`config.mk`:
```
export PLATFORM = sky130hd
export DESIGN_NAME = fetch_seq_flat
export DESIGN_NICKNAME = d
export VERILOG_FILES = /design/src/rtl/fetch_pkg.sv /design/src/rtl/fetch_seq_if.sv /design/src/rtl/ret_stack.sv /design/src/rtl/fetch_seq.sv /design/src/flat_wrapper.sv
export SDC_FILE = /design/constraint.sdc
export NUM_CORES = 1
export LEC_CHECK = 0
export BUFFER_PORTS_ARGS = -buffer_cell sky130_fd_sc_hd__buf_4
export CELL_PAD_IN_SITES_DETAIL_PLACEMENT = 0
export CELL_PAD_IN_SITES_GLOBAL_PLACEMENT = 1
export CORE_ASPECT_RATIO = 0.6
export CORE_MARGIN = 3
export CORE_UTILIZATION = 50
export DETAILED_ROUTE_END_ITERATION = 8
export PLACE_DENSITY_LB_ADDON = 0.1
export SYNTH_ARGS = -nofsm -noshare
export SYNTH_HDL_FRONTEND = slang
export SYNTH_HIERARCHICAL = 1
export SYNTH_SLANG_ARGS = --single-unit
```
`constraint.sdc`:
```
create_clock -name Clk -period 5.6 [get_ports Clk]
set_input_delay 0.84 -clock Clk [delete_from_list [all_inputs] [get_ports Clk]]
set_output_delay 0.84 -clock Clk [all_outputs]
set_load 0.01 [all_outputs]
```
`src/rtl/fetch_pkg.sv`:
```
// Shared types and default sizing for the instruction-fetch sequencer.
package fetch_pkg;

    localparam int DEF_PC_W        = 8;
    localparam int DEF_JT_DEPTH    = 32;
    localparam int DEF_STACK_DEPTH = 4;

    typedef enum logic [2:0] {
        SRC_HOLD,
        SRC_SEQ,
        SRC_JUMP,
        SRC_CALL,
        SRC_RET
    } next_src_e;

endpackage

```
`src/rtl/fetch_seq_if.sv`:
```
// Controller-side bundle of the fetch sequencer: requests, jump-table write port, status.
interface fetch_seq_if
    import fetch_pkg::*;
#(
    parameter int PC_W        = DEF_PC_W,
    parameter int JT_DEPTH    = DEF_JT_DEPTH,
    parameter int STACK_DEPTH = DEF_STACK_DEPTH
);
    localparam int JP_W    = $clog2(JT_DEPTH);
    localparam int DEPTH_W = $clog2(STACK_DEPTH + 1);

    logic              Stall;
    logic              Jen;
    logic              Zero;
    logic              Uncond;
    logic              Call;
    logic              Ret;
    logic              Halt;
    logic [JP_W-1:0]   Jptr;
    logic              JtWen;
    logic [JP_W-1:0]   JtWaddr;
    logic [PC_W-1:0]   JtWdat;
    logic [PC_W-1:0]   PC;
    logic              Done;
    logic              StkErr;
    logic [DEPTH_W-1:0] Depth;

    modport master (
        output Stall, Jen, Zero, Uncond, Call, Ret, Halt, Jptr,
        output JtWen, JtWaddr, JtWdat,
        input  PC, Done, StkErr, Depth
    );

    modport slave (
        input  Stall, Jen, Zero, Uncond, Call, Ret, Halt, Jptr,
        input  JtWen, JtWaddr, JtWdat,
        output PC, Done, StkErr, Depth
    );

endinterface

```
`src/rtl/ret_stack.sv`:
```
// Hardware return-address stack; pop wins over push, overflow/underflow reported combinationally.
module ret_stack #(
    parameter  int PC_W        = 8,
    parameter  int STACK_DEPTH = 4,
    localparam int DW          = $clog2(STACK_DEPTH + 1)
) (
    input  logic            clk,
    input  logic            rst_n,
    input  logic            push,
    input  logic            pop,
    input  logic [PC_W-1:0] din,
    output logic [PC_W-1:0] top,
    output logic [DW-1:0]   depth,
    output logic            ovf,
    output logic            unf
);
    localparam int AW = (STACK_DEPTH > 1) ? $clog2(STACK_DEPTH) : 1;

    logic [PC_W-1:0] mem [STACK_DEPTH];
    logic [DW-1:0]   cnt;
    logic            full;
    logic            empty;
    logic            do_push;
    logic            do_pop;
    logic [AW-1:0]   wr_idx;
    logic [AW-1:0]   rd_idx;

    assign full    = (cnt == DW'(STACK_DEPTH));
    assign empty   = (cnt == '0);
    assign ovf     = push & full;
    assign unf     = pop & empty;
    assign do_pop  = pop & ~empty;
    assign do_push = push & ~full & ~pop;
    assign wr_idx  = AW'(cnt);
    assign rd_idx  = AW'(cnt - DW'(1));
    assign top     = empty ? '0 : mem[rd_idx];
    assign depth   = cnt;

    always_ff @(posedge clk or negedge rst_n) begin
        if (!rst_n) begin
            cnt <= '0;
            for (int i = 0; i < STACK_DEPTH; i++) mem[i] <= '0;
        end else if (do_pop) begin
            cnt <= cnt - DW'(1);
        end else if (do_push) begin
            mem[wr_idx] <= din;
            cnt         <= cnt + DW'(1);
        end
    end

endmodule

```
`src/rtl/fetch_seq.sv`:
```
// Instruction-fetch sequencer: PC, writable jump table, call/return stack, sticky halt.
// Optional FETCH_REL_JUMP_EN makes table entries signed PC-relative offsets.
module fetch_seq
    import fetch_pkg::*;
#(
    parameter int PC_W        = DEF_PC_W,
    parameter int JT_DEPTH    = DEF_JT_DEPTH,
    parameter int STACK_DEPTH = DEF_STACK_DEPTH
) (
    input  logic        Clk,
    input  logic        Reset,
    fetch_seq_if.slave  bus
);
    localparam int DW = $clog2(STACK_DEPTH + 1);

    logic [PC_W-1:0] pc;
    logic [PC_W-1:0] pc_inc;
    logic [PC_W-1:0] pc_nxt;
    logic [PC_W-1:0] target;
    logic [PC_W-1:0] jt [JT_DEPTH];
    logic [PC_W-1:0] top;
    logic [DW-1:0]   depth;
    logic            done;
    logic            stk_err;
    logic            push;
    logic            pop;
    logic            ovf;
    logic            unf;
    logic            set_done;
    next_src_e       src;

    assign pc_inc = pc + PC_W'(1);

`ifdef FETCH_REL_JUMP_EN
    logic signed [PC_W-1:0] jt_off;
    assign jt_off = $signed(jt[bus.Jptr]);
    assign target = PC_W'($signed(pc) + jt_off);
`else
    assign target = jt[bus.Jptr];
`endif

    ret_stack #(
        .PC_W        (PC_W),
        .STACK_DEPTH (STACK_DEPTH)
    ) u_stack (
        .clk   (Clk),
        .rst_n (Reset),
        .push  (push),
        .pop   (pop),
        .din   (pc_inc),
        .top   (top),
        .depth (depth),
        .ovf   (ovf),
        .unf   (unf)
    );

    // Stack errors fall back to sequential fetch; occupancy decides before the stack updates.
    always_comb begin
        src      = SRC_SEQ;
        push     = 1'b0;
        pop      = 1'b0;
        set_done = 1'b0;
        if (done) begin
            src = SRC_HOLD;
        end else if (bus.Halt) begin
            src      = SRC_HOLD;
            set_done = 1'b1;
        end else if (bus.Stall) begin
            src = SRC_HOLD;
        end else if (bus.Ret) begin
            pop = 1'b1;
            src = (depth != '0) ? SRC_RET : SRC_SEQ;
        end else if (bus.Call) begin
            push = 1'b1;
            src  = (depth != DW'(STACK_DEPTH)) ? SRC_CALL : SRC_SEQ;
        end else if (bus.Jen & (bus.Zero | bus.Uncond)) begin
            src = SRC_JUMP;
        end
    end

    always_comb begin
        pc_nxt = pc_inc;
        case (src)
            SRC_HOLD: pc_nxt = pc;
            SRC_SEQ:  pc_nxt = pc_inc;
            SRC_JUMP: pc_nxt = target;
            SRC_CALL: pc_nxt = target;
            SRC_RET:  pc_nxt = top;
            default:  pc_nxt = pc_inc;
        endcase
    end

    always_ff @(posedge Clk or negedge Reset) begin
        if (!Reset) begin
            pc      <= '0;
            done    <= 1'b0;
            stk_err <= 1'b0;
            for (int i = 0; i < JT_DEPTH; i++) jt[i] <= '0;
        end else begin
            pc <= pc_nxt;
            if (set_done)   done    <= 1'b1;
            if (ovf | unf)  stk_err <= 1'b1;
            if (bus.JtWen)  jt[bus.JtWaddr] <= bus.JtWdat;
        end
    end

    assign bus.PC     = pc;
    assign bus.Done   = done;
    assign bus.StkErr = stk_err;
    assign bus.Depth  = depth;

endmodule

```
`src/flat_wrapper.sv`:
```
// flat-port wrapper written by rule: the top's interface ports become plain ports
module fetch_seq_flat import fetch_pkg::*;
#(
    parameter int PC_W        = DEF_PC_W,
    parameter int JT_DEPTH    = DEF_JT_DEPTH,
    parameter int STACK_DEPTH = DEF_STACK_DEPTH
)
  (Clk, Reset, bus_Stall, bus_Jen, bus_Zero, bus_Uncond, bus_Call, bus_Ret, bus_Halt, bus_Jptr, bus_JtWen, bus_JtWaddr, bus_JtWdat, bus_PC, bus_Done, bus_StkErr, bus_Depth);
  fetch_seq_if #(.PC_W(PC_W), .JT_DEPTH(JT_DEPTH), .STACK_DEPTH(STACK_DEPTH)) bus_i ();
  input  logic Clk;
  input  logic Reset;
  input wire logic [$bits(bus_i.Stall)-1:0] bus_Stall;
  input wire logic [$bits(bus_i.Jen)-1:0] bus_Jen;
  input wire logic [$bits(bus_i.Zero)-1:0] bus_Zero;
  input wire logic [$bits(bus_i.Uncond)-1:0] bus_Uncond;
  input wire logic [$bits(bus_i.Call)-1:0] bus_Call;
  input wire logic [$bits(bus_i.Ret)-1:0] bus_Ret;
  input wire logic [$bits(bus_i.Halt)-1:0] bus_Halt;
  input wire logic [$bits(bus_i.Jptr)-1:0] bus_Jptr;
  input wire logic [$bits(bus_i.JtWen)-1:0] bus_JtWen;
  input wire logic [$bits(bus_i.JtWaddr)-1:0] bus_JtWaddr;
  input wire logic [$bits(bus_i.JtWdat)-1:0] bus_JtWdat;
  output wire logic [$bits(bus_i.PC)-1:0] bus_PC;
  output wire logic [$bits(bus_i.Done)-1:0] bus_Done;
  output wire logic [$bits(bus_i.StkErr)-1:0] bus_StkErr;
  output wire logic [$bits(bus_i.Depth)-1:0] bus_Depth;
  assign bus_i.Stall = bus_Stall;
  assign bus_i.Jen = bus_Jen;
  assign bus_i.Zero = bus_Zero;
  assign bus_i.Uncond = bus_Uncond;
  assign bus_i.Call = bus_Call;
  assign bus_i.Ret = bus_Ret;
  assign bus_i.Halt = bus_Halt;
  assign bus_i.Jptr = bus_Jptr;
  assign bus_i.JtWen = bus_JtWen;
  assign bus_i.JtWaddr = bus_JtWaddr;
  assign bus_i.JtWdat = bus_JtWdat;
  assign bus_PC = bus_i.PC;
  assign bus_Done = bus_i.Done;
  assign bus_StkErr = bus_i.StkErr;
  assign bus_Depth = bus_i.Depth;
  fetch_seq #(.PC_W(PC_W), .JT_DEPTH(JT_DEPTH), .STACK_DEPTH(STACK_DEPTH)) u_core (.Clk(Clk), .Reset(Reset), .bus(bus_i));
endmodule
```
==> results of run 1 <==
## metal layers
layer,wire [um],part of all wire [%]
met1,17900,50
met2,15100,42
met3,2360,6.5
met4,697,1.9
met5,0,0
## power groups by stage
stage	Clock, mW	Sequential [mW]	Combinational [mW]
final	2.12	2.75	0.902
after detailed placement	0	2.78	0.902
after floorplan	0	2.70	0.667
after CTS	2.17	2.74	0.905
after global routing	2.25	2.79	0.974
after global placement	0	2.75	0.865
## cells by family after synthesis
| logic type | count (synthesis) | share of synthesized area, % |
|---|---|---|
| multiplexers | 380 | 36.0 |
| flip-flops | 301 | 52.8 |
| AND/OR/NAND/NOR | 134 | 5.32 |
| buffers and inverters | 66 | 2.22 |
| AO/OA/AOI/OAI | 50 | 2.71 |
| XOR/XNOR | 7 | 0.430 |
| adder cells (fa/ha/maj) | 6 | 0.526 |
## layout make-up
class,instances,area share (%)
diodes,1,0.0159
clock buffers,36,4.96
clock inverters,13,1.46
inverters,4,0.0951
multi-input cells,577,40.6
flip-flops and latches,301,47.7
well taps,367,2.91
repair buffers,44,2.22
## sequential cells by signal, indices dropped and copies added, names as in the netlist
register,cells
u_core/u_stack/depth,3
u_core/bus.StkErr,1
u_core/bus.PC,8
u_core/jt,256
u_core/bus.Done,1
u_core/u_stack/mem,32
## metrics by stage
| step | hold slack, ns | setup slack, ns | power, mW | cell area [um2] | utilization [%] |
|---|---|---|---|---|---|
| floorplan | 0.452 | 2.90 | 3.37 | 14300 | - |
| global placement | 0.456 | 2.20 | 3.62 | 14800 | 53.1 |
| detailed placement | 0.461 | 2.19 | 3.69 | 14800 | 53.1 |
| CTS | 0.476 | 2.28 | 5.81 | 15800 | 56.7 |
| global route | 0.495 | 2.04 | 6.01 | 15800 | 56.7 |
| finish | 0.401 | 2.23 | 5.77 | 15800 | 56.7 |
## path summary, 6_finish.rpt
check,startpoint,to,slack (ns)
setup / recovery,u_core/u_stack/depth[0],u_core/bus.PC[3],2.23
hold / removal,Reset,u_core/jt[255],0.40
setup reg to reg,u_core/u_stack/depth[0],u_core/bus.PC[3],2.23
min in group Clk,u_core/bus.StkErr,u_core/bus.StkErr,0.47
hold reg to reg,u_core/bus.StkErr,u_core/bus.StkErr,0.47
max in group asynchronous,Reset,u_core/jt[70],3.88
## cell usage in the layout, fill, tap and decap left out, drive strengths merged, types with 5 or more instances in the layout
master  count
ha          6
mux4       73
nor2b      16
buf        44
nand2      35
nand3b     11
a22oi       6
mux2i      14
nor2       30
clkbuf     36
a21oi       5
nand3      14
nor3b       5
inv         6
bufinv      6
mux2      293
dfrtp     301
o211ai      6
==> results.json, run 1 <==
{
  "crit_family": "flip-flops",
  "routed_via_density": 6.26,
  "p_sw_share_pct": 25.1,
  "core_area_mm2": 0.0278,
  "cts_tree": "done",
  "synth.most_common_cell": "dfrtp_1",
  "yosysTopAreaCell": "dfrtp_1",
  "vias": 8411,
  "max_clock_freq_ghz": 0.297,
  "wl_um": 36100,
  "final_cells": 1343,
  "period_minus_slack_ns": 3.37,
  "relSlewSlack_pct": 8.47,
  "critPathRequiredTime_ns": 6.04,
  "antenna_found_initial": 0,
  "row_count": 47,
  "finalClockSkew_ns": 0.0135,
  "startpoint_type": "flip-flop",
  "start_util_pct": 51.3,
  "clockBufferDepth": 3,
  "root_buffer": "clkbuf_16",
  "fin_setup_tns_ns": 0,
  "cts_setup_buffers": 0,
  "placed_cells": 1293,
  "dp_hpwl_um": 24100,
  "synth_nets": 978,
  "ys_seq_area_share_pct": 52.8,
  "critPathArrivalTime_ns": 3.81,
  "grt_max_degree": 139,
  "cp_num_buf_inv": 1,
  "fill_cells": 2189,
  "synth_ff_type": "dfrtp_1",
  "rsz0062_at_grt": "no",
  "synthDistinctLibCells": 60,
  "die_x_um": 224,
  "switching_power_mw": 1.45,
  "finalHoldViolations": 0,
  "seqCellArea_mm2": 0.00753,
  "dieArea_mm2": 0.0306,
  "port_buffers": 40,
  "p_leak_nw": 7.16,
  "numCtsBuffers": 29,
  "wl_per_cell_um": 26.9,
  "end_kind": "flip-flop",
  "area_delta_synth_final_pct": 10.7,
  "grtUsageTotal_pct": 24.1,
  "final_net_count": 991,
  "fp.dieH_um": 137,
  "cp_cell_sequence": "inv_1, ha_1, mux4_2, nor2b_1, a221o_1, o32a_1",
  "grt-busiest-layer": "met1",
  "ys_seq_elements": 301,
  "grt_pass1_wl_um": 55200,
  "drc_errors": 0,
  "syn_inst": 944,
  "ys.warnings.count": 6,
  "drt_first_pass_iters": 5,
  "grt_pass1_vias": 8646,
  "cp_num_cells": 6,
  "period_share_pct": 60.1,
  "synth_edf_count": 0,
  "syn-cell-area_mm2": 0.0143,
  "critical_path_class": "reg2reg",
  "yosysTopAreaCellShare_pct": 52.8,
  "drt_iter0_markers": 709,
  "met3_usage_pct": 5.87,
  "clkSinkCount": 301,
  "pwr_density_cell_mw_per_mm2": 366,
  "synth_area_leaders": "dfrtp_1 (53%), mux2_2 (23%), mux4_2 (9.8%)",
  "final-setup-viol-count": 0,
  "cts_resized": 0,
  "p_comb_share_pct": 15.6,
  "synthTopCellsByCount": "dfrtp_1 (301), mux2_2 (291), mux4_2 (62)",
  "syn_avg_cell_area_um2": 15.1,
  "max_stage_delay_ns": 0.94,
  "cts_max_level": 1,
  "grtUsageMet1_pct": 37.9,
  "ff2ff_path_depth": 6,
  "p_seq_share_pct": 47.6,
  "clk_latency_ns": 0.56,
  "drive_gt1_share_pct": 47.5,
  "met2_usage_pct": 33.8,
  "pin_count": 41,
  "internal_power_mw": 4.32,
  "tightest_slew_ns": 1.37,
  "critPathMaxFanout": 16,
  "place_congestion": 0.834,
  "critPathSlowestCell": "dfrtp_1",
  "multi_input_area_mm2": 0.00641,
  "synthArstFlopShare_pct": 100,
  "ctsHoldBuffers": 0,
  "maxSlewViolCount": 0,
  "ir_worst_vdd_v": 0.000200,
  "status": "complete, no violations",
  "drtAntennaViolNets": 0,
  "hold_class": "in2async",
  "clockPowerShare_pct": 36.7,
  "cts.reportedPaths.clkPinSlew_ns": 0.07,
  "drv_cap": 0,
  "grt_overflow_total": 0
}
(Power assumes the default switching activity.)
==> inputs of run 2 (changes only) <==
==> constraint.sdc (replaced) <==
create_clock -name Clk -period 3.4 [get_ports Clk]
set_input_delay 0.51 -clock Clk [delete_from_list [all_inputs] [get_ports Clk]]
set_output_delay 0.51 -clock Clk [all_outputs]
set_load 0.01 [all_outputs]
==> run 2 against run 1 <==
Against the previous run:
- sequential share of layout area is 0.34 points lower
- sequential cell count stayed put
- via count is 0.32% lower
- register-to-register slack worse by 1.4 ns
- clock-buffer cell count is 6 higher
- critical path type unchanged
- largest power group unchanged
==> results.json, run 2 (same netlist as run 1, synthesis figures left out) <==
{
  "cts.reportedPaths.clkPinSlew_ns": 0.06,
  "final_common_cell": "dfrtp_1",
  "grt_pass1_vias": 8731,
  "place_area_mm2": 0.0149,
  "largest_register_ffs": 256,
  "core_area_mm2": 0.0278,
  "cp_num_cells": 6,
  "startpoint": "u_core/u_stack/depth[1]",
  "reg2reg_slack_ns": 0.79,
  "wl_per_cell_um": 26.2,
  "clkSinkCount": 301,
  "tightest_slew_ns": 0.950,
  "antenna_cells": 0,
  "vias": 8384,
  "cp-endpoint": "u_core/bus.PC[3]",
  "crit_family": "compound AO/OA/AOI/OAI gates",
  "drt_first_pass_iters": 5,
  "drive_gt1_share_pct": 48.1,
  "fp.dieH_um": 137,
  "cts_max_level": 1,
  "ir_worst_vdd_v": 0.000418,
  "wl_um": 35600,
  "max_clock_freq_ghz": 0.383,
  "status": "complete, no violations",
  "ff2ff_path_depth": 6,
  "drc_errors": 0,
  "area_delta_synth_final_pct": 11.5,
  "critPathRequiredTime_ns": 3.84,
  "p_comb_share_pct": 15.7,
  "relSlewSlack_pct": 36.4,
  "root_buffer": "clkbuf_16",
  "clockPowerShare_pct": 36.2,
  "r2r-end": "u_core/bus.PC[3]",
  "maxSlewViolCount": 0,
  "period_share_pct": 76.7,
  "final_cell_mix": "dfrtp_1 (301), mux2_2 (291), mux4_2 (62)",
  "antenna_found_initial": 0,
  "r2r-start": "u_core/u_stack/depth[1]",
  "end_kind": "flip-flop",
  "port_buffers": 40,
  "final_area_mm2": 0.0159,
  "startpoint_type": "flip-flop",
  "cts_setup_buffers": 0,
  "fill_cells": 2193,
  "rsz0062_at_grt": "no",
  "grt_pass1_wl_um": 54800,
  "critical_path_class": "reg2reg",
  "dp_hpwl_um": 24100,
  "drtAntennaViolNets": 0,
  "final_net_count": 1004,
  "grtUsageTotal_pct": 23.9,
  "drv_cap": 0,
  "finalHoldViolations": 0,
  "ctsHoldBuffers": 0,
  "clk_latency_ns": 0.57,
  "pwr_density_cell_mw_per_mm2": 591,
  "place_congestion": 0.787,
  "cts_tree": "done",
  "drt_iter0_markers": 711,
  "grt_overflow_total": 0,
  "critPathSlowestCell": "ha_1",
  "start_util_pct": 51.3,
  "top_register": "u_core/jt",
  "cts_resized": 0,
  "dieArea_mm2": 0.0306,
  "hold_class": "in2async",
  "final-setup-viol-count": 0,
  "cp_num_buf_inv": 1,
  "die_x_um": 224,
  "cp_cell_sequence": "inv_1, ha_1, mux4_2, nor2b_1, a221o_1, o32a_1",
  "max_stage_delay_ns": 0.62,
  "p_sw_share_pct": 24.9,
  "p_seq_share_pct": 48.1,
  "pin_count": 41,
  "fin_setup_tns_ns": 0,
  "routed_via_density": 6.16,
  "critPathArrivalTime_ns": 3.05,
  "switching_power_mw": 2.34,
  "numCtsBuffers": 29,
  "finalClockSkew_ns": 0.0117,
  "p_leak_nw": 7.24,
  "grt_max_degree": 113,
  "period_minus_slack_ns": 2.61,
  "critPathMaxFanout": 10,
  "clockBufferDepth": 3,
  "internal_power_mw": 7.06,
  "row_count": 47
}
run 2: cell count changes in the layout (fill, tap and decap cells not counted), sizes merged:
cell | previous run | this run
buf | 44 | 57
clkbuf | 36 | 42
bufinv | 6 | 4
clkinv | 3 | 5
clkinvlp | 2 | 1
diode | 1 | 0
run 2: power by group through the flow:
stage | clock network [mW] | registers (mW) | logic [mW]
2_1_floorplan | 0 | 4.45 | 1.10
3_3_place_gp | 0 | 4.53 | 1.41
3_5_place_dp | 0 | 4.57 | 1.48
4_1_cts | 3.48 | 4.51 | 1.48
5_1_grt | 3.63 | 4.58 | 1.59
6_report | 3.40 | 4.52 | 1.47
run 2: layout make-up:
cell class | count | area [um2] | share of cell area (%)
Timing Repair Buffer | 57 | 473 | 2.98
Multi-Input combinational cell | 577 | 6410 | 40.3
Clock buffer | 42 | 835 | 5.25
Inverter | 4 | 15.0 | 0.0945
Tap cell | 367 | 459 | 2.89
Clock inverter | 12 | 170 | 1.07
Sequential cell | 301 | 7530 | 47.4
run 2: metal layers:
layer | track usage [%] | wire length [um]
met2 | 35.4 | 15500
met1 | 37.6 | 17800
met4 | 3.87 | 530
met3 | 4.22 | 1770
met5 | 0 | 0
run 2: stage by stage:
stage                     power, mW  cells  hold WS [ns]  worst slack, ns  util (%)
after CTS                      9.47   1360        0.0655            0.776      57.1
after floorplan                5.55    944         0.214            0.698         -
after global placement         5.94   1306         0.461            0.638      53.5
final                          9.39   1360        0.0429            0.792      57.1
after detailed placement       6.05   1306         0.464            0.582      53.5
after global routing           9.80   1360        0.0946            0.648      57.1
run 2: how the worst min path moves through the flow:
stage	from	end	slack [ns]	cells after the start
3_3_place_gp	u_core/bus.StkErr	u_core/bus.StkErr	0.46	1
5_1_grt	Reset	u_core/jt[183]	0.09	1
4_1_cts	Reset	u_core/jt[248]	0.07	1
6_report	Reset	u_core/jt[128]	0.04	1
3_5_place_dp	u_core/bus.StkErr	u_core/bus.StkErr	0.46	1
2_1_floorplan	Reset	u_core/bus.Done	0.21	0
==> inputs of run 3 (changes only) <==
--- a/config.mk
+++ b/config.mk
@@ -10,7 +10,7 @@
 export CELL_PAD_IN_SITES_GLOBAL_PLACEMENT = 1
 export CORE_ASPECT_RATIO = 0.6
 export CORE_MARGIN = 3
-export CORE_UTILIZATION = 50
+export CORE_UTILIZATION = 48
 export DETAILED_ROUTE_END_ITERATION = 8
 export PLACE_DENSITY_LB_ADDON = 0.1
 export SYNTH_ARGS = -nofsm -noshare
==> constraint.sdc (replaced) <==
create_clock -name Clk -period 2.17 [get_ports Clk]
set_input_delay 0.3255 -clock Clk [delete_from_list [all_inputs] [get_ports Clk]]
set_output_delay 0.3255 -clock Clk [all_outputs]
set_load 0.01 [all_outputs]
==> run 3 against run 2 <==
Against the previous run:
- first-iteration DRC count down 21%
- largest cell class unchanged
- sequential cell count is the same
- fmax grew 28%
- highest routed layer unchanged
- critical endpoint is now u_core/u_stack/mem[14]
- non-clock buffer count grew 78
- die area is 4.0% higher
- clock skew shrank 0.0035 ns
==> results.json, run 3 (same netlist as run 1, synthesis figures left out) <==
{
  "period_minus_slack_ns": 2.04,
  "end_kind": "flip-flop",
  "numCtsBuffers": 29,
  "row_count": 48,
  "routed_via_density": 5.87,
  "dieArea_mm2": 0.0319,
  "relSlewSlack_pct": 60.4,
  "placed_cells": 1415,
  "cp-endpoint": "u_core/u_stack/mem[14]",
  "finalClockSkew_ns": 0.00821,
  "port_buffers": 40,
  "cts_setup_buffers": 0,
  "critPathSlowestCell": "dfrtp_1",
  "tightest_slew_ns": 0.577,
  "grt_pass1_wl_um": 57700,
  "drive_gt1_share_pct": 52.8,
  "period_share_pct": 94.1,
  "finalCoreUtilization_pct": 57.5,
  "area_delta_synth_final_pct": 17.0,
  "fill_cells": 2276,
  "startpoint": "u_core/bus.Done",
  "cp_num_buf_inv": 0,
  "wl_per_cell_um": 25.0,
  "dp_hpwl_um": 25700,
  "final-setup-viol-count": 0,
  "critPathRequiredTime_ns": 2.60,
  "drt_iter0_markers": 565,
  "clk_latency_ns": 0.56,
  "status": "complete, no violations",
  "critPathMaxFanout": 8,
  "largest_register_ffs": 256,
  "reg2reg_slack_ns": 0.13,
  "start_util_pct": 49.2,
  "critical_path_class": "reg2reg",
  "antenna_found_initial": 0,
  "cts_tree": "done",
  "maxSlewViolCount": 0,
  "die_x_um": 229,
  "ir_worst_vdd_v": 0.000599,
  "pwr_density_cell_mw_per_mm2": 912,
  "final_common_cell": "dfrtp_1",
  "place_congestion": 0.827,
  "final_net_count": 1082,
  "grtUsageTotal_pct": 23.6,
  "fp.dieH_um": 140,
  "drt_first_pass_iters": 5,
  "clockBufferDepth": 3,
  "pin_count": 41,
  "wl_um": 36800,
  "r2r-start": "u_core/bus.Done",
  "grt_max_degree": 61,
  "cp_cell_sequence": "nor4_2, and2_1, a21boi_4, nand3b_4, mux2_2",
  "rsz0062_at_grt": "no",
  "cts.reportedPaths.clkPinSlew_ns": 0.07,
  "clkSinkCount": 301,
  "max_clock_freq_ghz": 0.490,
  "drc_errors": 0,
  "fin_setup_tns_ns": 0,
  "cp_num_cells": 5,
  "p_leak_nw": 7.67,
  "final_cells": 1472,
  "final_cell_mix": "dfrtp_1 (300), mux2_2 (291), buf_4 (125)",
  "hold_class": "in2reg",
  "vias": 8646,
  "max_stage_delay_ns": 0.41,
  "r2r-end": "u_core/u_stack/mem[14]",
  "cts_max_level": 1,
  "drtAntennaViolNets": 0,
  "root_buffer": "clkbuf_16",
  "startpoint_type": "flip-flop",
  "ff2ff_path_depth": 5,
  "drv_cap": 0,
  "core_area_mm2": 0.0290,
  "grt_overflow_total": 0,
  "finalHoldViolations": 0,
  "grt_pass1_vias": 9415,
  "critPathArrivalTime_ns": 2.47,
  "top_register": "u_core/jt",
  "crit_family": "simple AND/OR/NAND/NOR gates"
}
[run 3: worst min-delay path by stage]
stage	slack (ns)	endpoint	depth (start not counted)	start
after floorplan	0.03	u_core/bus.Done	0	Reset
after global routing	0.25	u_core/bus.PC[5]	5	bus_Stall
after global placement	0.28	u_core/jt[152]	1	Reset
after detailed placement	0.30	u_core/jt[176]	1	Reset
final	0.26	u_core/bus.PC[5]	5	bus_Stall
after CTS	0.23	u_core/bus.PC[5]	5	bus_Stall
[run 3: worst reg2reg max path: stages (launching register included)]
cell      delay [ns]
dfrtp_1         0.41
nor4_2          0.35
and2_1          0.23
a21boi_4        0.34
nand3b_4        0.24
mux2_2          0.34
[run 3: cell type report]
| cell class | count | area, um2 | share of cell area [%] |
|---|---|---|---|
| Inverter | 4 | 17.5 | 0.105 |
| Sequential cell | 301 | 7530 | 45.2 |
| Clock inverter | 21 | 300 | 1.80 |
| Timing Repair Buffer | 135 | 1110 | 6.68 |
| Multi-Input combinational cell | 577 | 6430 | 38.5 |
| Clock buffer | 33 | 781 | 4.68 |
| Tap cell | 400 | 500 | 3.00 |
| Antenna cell | 1 | 2.50 | 0.0150 |
[run 3: routing by layer]
| layer | track usage, % | wire (um) |
|---|---|---|
| met1 | 36.5 | 18100 |
| met3 | 4.68 | 1900 |
| met4 | 4.05 | 532 |
| met5 | 0 | 0 |
| met2 | 35.4 | 16200 |
[run 3: repair_timing]
| item | 4_1_cts | 5_1_grt |
|---|---|---|
| endpoints found under the hold margin | 49 | 0 |
| resized for setup | 0 | 1 |
| setup endpoints to repair | 0 | 24 |
| hold buffers | 2 | 0 |
[run 3: power breakdown]
part	switching (mW)	internal, mW
logic	1.02	1.45
clock network	2.23	3.43
registers	0.506	6.57
[run 3: metrics by stage]
step | hold slack [ns] | setup WS [ns] | power, mW | instance area, um2
after global routing | 0.253 | 0.0297 | 15.9 | 16700
after floorplan | 0.0299 | -0.0403 | 8.71 | 14300
after CTS | 0.232 | 0.0582 | 15.3 | 16700
after detailed placement | 0.297 | -0.270 | 9.65 | 15600
after global placement | 0.284 | -0.258 | 9.47 | 15600
final | 0.261 | 0.129 | 15.2 | 16700
